[config.mk]
export PLATFORM = sky130hd
export DESIGN_NAME = mvau_inp_buf_ctrl
export DESIGN_NICKNAME = d
export VERILOG_FILES = /design/src/rtl/mvau_inp_buf_ctrl.sv
export SDC_FILE = /design/constraint.sdc
export NUM_CORES = 1
export LEC_CHECK = 0
export ABC_AREA = 1
export CORE_MARGIN = 4
export CORE_UTILIZATION = 47
export CTS_CLUSTER_DIAMETER = 200
export DETAILED_ROUTE_END_ITERATION = 16
export PLACE_DENSITY = 0.8
export SLEW_MARGIN = 10
export SYNTH_ARGS = -nofsm -noshare
export SYNTH_HDL_FRONTEND = slang
export SYNTH_SLANG_ARGS = --single-unit
[constraint.sdc]
create_clock -name clk -period 1.95 [get_ports clk]
set_clock_uncertainty 0.05 [all_clocks]
set_input_delay 0.195 -clock clk [delete_from_list [all_inputs] [get_ports clk]]
set_output_delay 0.195 -clock clk [all_outputs]
set_load 0.02 [all_outputs]
[src/rtl/mvau_inp_buf_ctrl.sv]
// Input-buffer sequencer for the MVAU stream: writes and passes through the first
// neuron fold, then replays the stored vector from the buffer for the remaining folds.
module mvau_inp_buf_ctrl #(
  parameter int SF       = 16,
  parameter int NF       = 4,
  parameter int BUF_ADDR = 4
) (
  input  logic                clk,
  input  logic                rst_n,
  input  logic                in_v,
  output logic                in_rdy,
  input  logic                out_rdy,
  output logic                out_v,
  output logic                wr_en,
  output logic                rd_en,
  output logic [BUF_ADDR-1:0] addr,
  output logic                sf_first,
  output logic                sf_last,
  output logic                vec_done
);

  localparam int NFW = $clog2(NF) + 1;
  localparam logic [BUF_ADDR-1:0] SF_LAST  = BUF_ADDR'(SF - 1);
  localparam logic [BUF_ADDR-1:0] SF_ZERO  = BUF_ADDR'(0);
  localparam logic [BUF_ADDR-1:0] SF_ONE   = BUF_ADDR'(1);
  localparam logic [NFW-1:0]      NF_LAST  = NFW'(NF - 1);
  localparam logic [NFW-1:0]      NF_ZERO  = NFW'(0);
  localparam logic [NFW-1:0]      NF_ONE   = NFW'(1);
  localparam logic                MULTI_NF = (NF > 1);

  typedef enum logic [1:0] {
    IDLE  = 2'd0,
    WRITE = 2'd1,
    READ  = 2'd2
  } state_t;

  state_t              state_r, state_nxt;
  logic [BUF_ADDR-1:0] sf_cnt_r, sf_cnt_nxt;
  logic [NFW-1:0]      nf_cnt_r, nf_cnt_nxt;
  logic                vec_done_r, vec_done_nxt;
  logic                xfer_s;
  logic                sf_wrap_s;
  logic                nf_wrap_s;

  assign sf_wrap_s = (sf_cnt_r == SF_LAST);
  assign nf_wrap_s = (nf_cnt_r == NF_LAST);
  assign vec_done  = vec_done_r;

  // State, fold counters and the completion pulse register
  always_ff @(posedge clk or negedge rst_n) begin
    if (!rst_n) begin
      state_r    <= IDLE;
      sf_cnt_r   <= SF_ZERO;
      nf_cnt_r   <= NF_ZERO;
      vec_done_r <= 1'b0;
    end else begin
      state_r    <= state_nxt;
      sf_cnt_r   <= sf_cnt_nxt;
      nf_cnt_r   <= nf_cnt_nxt;
      vec_done_r <= vec_done_nxt;
    end
  end

  // Handshake/buffer-control decode and next-state logic
  always_comb begin
    state_nxt    = state_r;
    sf_cnt_nxt   = sf_cnt_r;
    nf_cnt_nxt   = nf_cnt_r;
    vec_done_nxt = 1'b0;
    xfer_s       = 1'b0;
    in_rdy       = 1'b0;
    out_v        = 1'b0;
    wr_en        = 1'b0;
    rd_en        = 1'b0;
    addr         = SF_ZERO;
    sf_first     = 1'b0;
    sf_last      = 1'b0;

    case (state_r)
      IDLE: begin
        state_nxt = WRITE;
      end
      WRITE: begin
        xfer_s   = in_v & out_rdy;
        in_rdy   = out_rdy;
        out_v    = in_v;
        wr_en    = in_v & out_rdy;
        addr     = sf_cnt_r;
        sf_first = (sf_cnt_r == SF_ZERO);
        sf_last  = sf_wrap_s;
        if (xfer_s && sf_wrap_s) begin
          state_nxt = MULTI_NF ? READ : WRITE;
        end else begin
          state_nxt = WRITE;
        end
      end
      READ: begin
        xfer_s   = out_rdy;
        out_v    = 1'b1;
        rd_en    = 1'b1;
        addr     = sf_cnt_r;
        sf_first = (sf_cnt_r == SF_ZERO);
        sf_last  = sf_wrap_s;
        if (xfer_s && sf_wrap_s && nf_wrap_s) begin
          state_nxt = WRITE;
        end else begin
          state_nxt = READ;
        end
      end
      default: begin
        state_nxt = IDLE;
      end
    endcase

    // A stalled cycle leaves every counter untouched
    if (xfer_s) begin
      if (sf_wrap_s) begin
        sf_cnt_nxt   = SF_ZERO;
        nf_cnt_nxt   = nf_wrap_s ? NF_ZERO : (nf_cnt_r + NF_ONE);
        vec_done_nxt = nf_wrap_s;
      end else begin
        sf_cnt_nxt   = sf_cnt_r + SF_ONE;
        nf_cnt_nxt   = nf_cnt_r;
        vec_done_nxt = 1'b0;
      end
    end else begin
      sf_cnt_nxt   = sf_cnt_r;
      nf_cnt_nxt   = nf_cnt_r;
      vec_done_nxt = 1'b0;
    end
  end

endmodule

# After elaboration in Yosys (flattened, before gate mapping)
# Index checks and enable logic that the tools add are counted.
# classes
add_sub_neg	2
eq_ne	4
mux	15
bitwise_logic	1
n_reduce_logical	7
# ops
cell	count
$mux 4	2
$mux 1	7
$pmux 2 s3	1
$add 4x1->4 const B	1
$eq 4x4->1 const B	1
$logic_not 4->1	1
$mux 2	2
$pmux 1 s2	2
$add 3x1->3 const B	1
$eq 3x2->1 const B	1
$logic_and 1x1->1	3
$mux 3	1
$eq 2x1->1 const B	1
$eq 2x2->1 const B	1
$logic_not 2->1	1
$reduce_and 2->1	1
$reduce_or 2->1	1
$and 1x1->1	1
# totals
register_bits	10
output_inout_bits	11

# Logic depth before layout (Yosys ltp)
# logic_depth
ltp_word	5
depth_mapped	7
ltp_nobuf	7

# Worst setup path before layout
# Ideal clock, no wire load.
# synth_path
path_kind	register to register
startpoint	register state_r[0]
endpoint	register nf_cnt_r[2]
arrival_ns	1.455
setup_slack_ns	0.326
stages_incl_launch_ff	7
path_buffers	0
period_less_slack_ns	1.624
cell_sequence	dfrtp_1 inv_1 ha_1 inv_1 a21oi_4 nand2_2 o21a_1
# synth_via
elab_chain_cells	3
word_cells_on_any_way	4
classes_between	eq/ne: 2; mux: 1; reduce/logical: 1
# synth_rtl
item	line_no	source
start, declared	37	state_t state_r, state_nxt;
start signal, assigned	57	state_r <= state_nxt;
$eq 2x2->1 or $eq 2x1->1 (tied branches)	79	case (state_r)
$pmux 1 s2 (*)	79	
$reduce_and 2->1 (no source line) (*)	--	
end signal, assigned	59	nf_cnt_r <= nf_cnt_nxt;
end, declared	39	logic [NFW-1:0] nf_cnt_r, nf_cnt_nxt;
# Every way passes the cells marked *; elsewhere a longest branch is shown, timed or not.
# A chain may end at the register's enable or synchronous reset.

# Final worst setup path
# layout_path
startpoint	register state_r[0]
endpoint	output rd_en
# layout_via
elab_chain_cells	2
# layout_rtl
item	line_no	source
$eq 2x2->1	79	
$mux 1	79	
end, declared	15	output logic rd_en,
# No other way between the ends.

==> impl_metrics.tcl <==
set metrics [dict create \
    drt-vias-per-instance 4.78 \
    worst-endpoint-arrival_ns 1.58 \
    die_area_um2 2070 \
    vdd_drop_max_mv 0.686 \
    drive_gt1_frac 0.178 \
    ys_top_cells_by_area "dfrtp_1, ha_1, nand2_1" \
    r2r_cells 7 \
    dpl_worst_slack_ns 0.0683 \
    synth_cell_types 23 \
    synth.cell_area_um2 659 \
    required_ns 1.70 \
    port_buffers 14 \
    postCtsHoldBufs 0 \
    fin_util 0.646 \
    hold_viol 0 \
    maxCapViolCount 0 \
    antenna_found_initial 0 \
    rows 13 \
    area_delta_synth_final_pct 29.0 \
    grt_pass1_wl_mm 2.11 \
    yosys.area.top_type "dfrtp_1" \
    p_leak_nw 0.487 \
    critical_path.top_delay_family "buffers and inverters" \
    rr_startpoint "state_r[1]" \
    reg2reg_to "nf_cnt_r[2]" \
    crit_buf_inv 2 \
    powerDensity_nw_per_um2 1200 \
    ys_warn_count 0 \
    r2r_slack_ns 0.36 \
    cts.path.max_buffers 2 \
    tightestPinTransition_ns 0.459 \
    finalPower_mw 1.02 \
    finalMaxSlewViolations 0 \
    yosysSeqAreaShare 0.380 \
    first_global_vias 514 \
    drc_errors 0 \
    rsz0062_at_grt "no" \
    cts_tree "built" \
    dieWidth_um 45.5 \
    slew_headroom 0.693 \
    diodes 0 \
    htree_levels 1 \
    fmax_ghz 0.548 \
    crit_path_cell_trace "inv_1, ha_1, clkdlybuf4s50_1" \
    crit_fanout 3 \
    syn_area_per_cell_um2 8.14 \
    dp_cells 112 \
    slowest_stage "clkdlybuf4s50_1" \
    cts_inserted_buffers 3 \
    synth.net_count 92 \
    finalSetupTns_ns 0 \
    clock_latency_ns 0.27 \
    fp.dieH_um 45.5 \
    clk_pin_slew_ns 0.07 \
    place.gp.congestion 0.849 \
    wl_per_cell_um 11.1 \
    ioPinCount 15 \
    min_path_type "primary input to asynchronous set/reset pin" \
    critPathKind "register to primary output" \
    ant_nets 0 \
    root_buffer "clkbuf_4" \
    fin_crit_ns 1.82 \
    floorplan.initialDensity 0.500 \
    cts_num_sinks 10 \
    yosysTopAreaCellShare 0.380 \
    grt_max_degree 11 \
    core_area_um2 1320 \
    grtUsageTotal 0.147 \
    period_share 0.936 \
    first_iter_violations 11 \
    final_net_count 113 \
    dp_hpwl_mm 1.06 \
    synth_cells 81 \
    first_pass_iters 4 \
    vias 554 \
    fin_ws_ns 0.126 \
    finalSetupViolCount 0 \
    final_cells 116 \
    overflow 0 \
    setup.worst_path.end_class "primary output" \
    drt-total-wl_mm 1.28 \
    slowest_delay_ns 0.62 \
    status "finished clean" \
    synth-seq-cells 10 \
    critPathLaunchType "register" \
]
==> state kept, by name, summed over array words and instances (netlist names) <==
signal,count
state_r,2
nf_cnt_r,3
sf_cnt_r,4
vec_done,1
==> where the power goes <==
group | switching, mW | internal [mW]
sequential | 0.0833 | 0.268
combinational | 0.275 | 0.200
clock | 0.0764 | 0.113
==> repair_timing <==
item | CTS | global route
endpoints found under the setup margin | 8 | 4
gates resized for setup | 8 | 8
pin swaps | 0 | 0
setup buffers | 0 | 0
==> per-layer routing <==
metal,vias up,GRT usage,share of wire
met3,0,0.0632,0.061
met5,-,0,0
met1,252,0.180,0.46
met4,0,0.0351,0
met2,14,0.234,0.48
li1,288,-,-
==> worst max-delay path by stage <==
stage / start / to / cells after the start
after floorplan: state_r[0] / nf_cnt_r[2] / 6
after global placement: state_r[0] / sf_first / 5
after detailed placement: state_r[0] / out_v / 5
after CTS: state_r[1] / in_rdy / 5
after global routing: state_r[1] / addr[2] / 5
final: state_r[0] / rd_en / 3
==> layout make-up <==
cell class / instances / area, µm²
Fill cell: 116 / 467
Clock buffer: 4 / 36.3
Tap cell: 15 / 18.8
Inverter: 15 / 56.3
Timing Repair Buffer: 17 / 144
Sequential cell: 10 / 250
Multi-Input combinational cell: 55 / 345
==> layout by cell type (no fill, tap or decap), drive strengths merged <==
cell type       n
buf             3
or2             1
clkdlybuf4s50   5
nand3           4
ha              7
dlymetal6s2s    1
o21ai           4
nor2            8
clkbuf          7
nand4           1
inv            15
xnor2           1
dlygate4sd2     5
o21bai          2
a21oi           3
nor3            1
o21a            1
nand2          21
and3            1
dfrtp          10
==> synth_stat cells <==
cell type,instances
nor2_1,6
o21bai_1,2
nand2_2,2
buf_4,1
nor2_2,1
nand2_4,1
a21oi_4,1
ha_1,7
o21ai_0,2
nor3_1,1
a21oi_1,2
dfrtp_1,10
nand3_2,1
nand3_1,3
inv_1,15
nor2_4,1
or2_2,1
o21ai_1,2
nand2_1,18
and3_1,1
nand4_1,1
xnor2_1,1
o21a_1,1
==> cell families (layout without fill, tap and decap cells) <==
group	after synthesis	in the layout	synth area share
adders and majority gates	7	7	0.133
AOI/OAI and AO/OA	10	10	0.104
buffers and inverters	16	36	0.0968
DFF	10	10	0.380
xor gates and xnor gates	1	1	0.0133
and+or+nand+nor	37	37	0.273
==> stage by stage <==
step / cell area (µm²) / hold WS, ns
after floorplan: 659 / -0.151
after global placement: 833 / 0.420
after detailed placement: 833 / 0.418
after CTS: 860 / 0.203
after global routing: 851 / 0.211
final: 851 / 0.192
(Power assumes the default switching activity.)
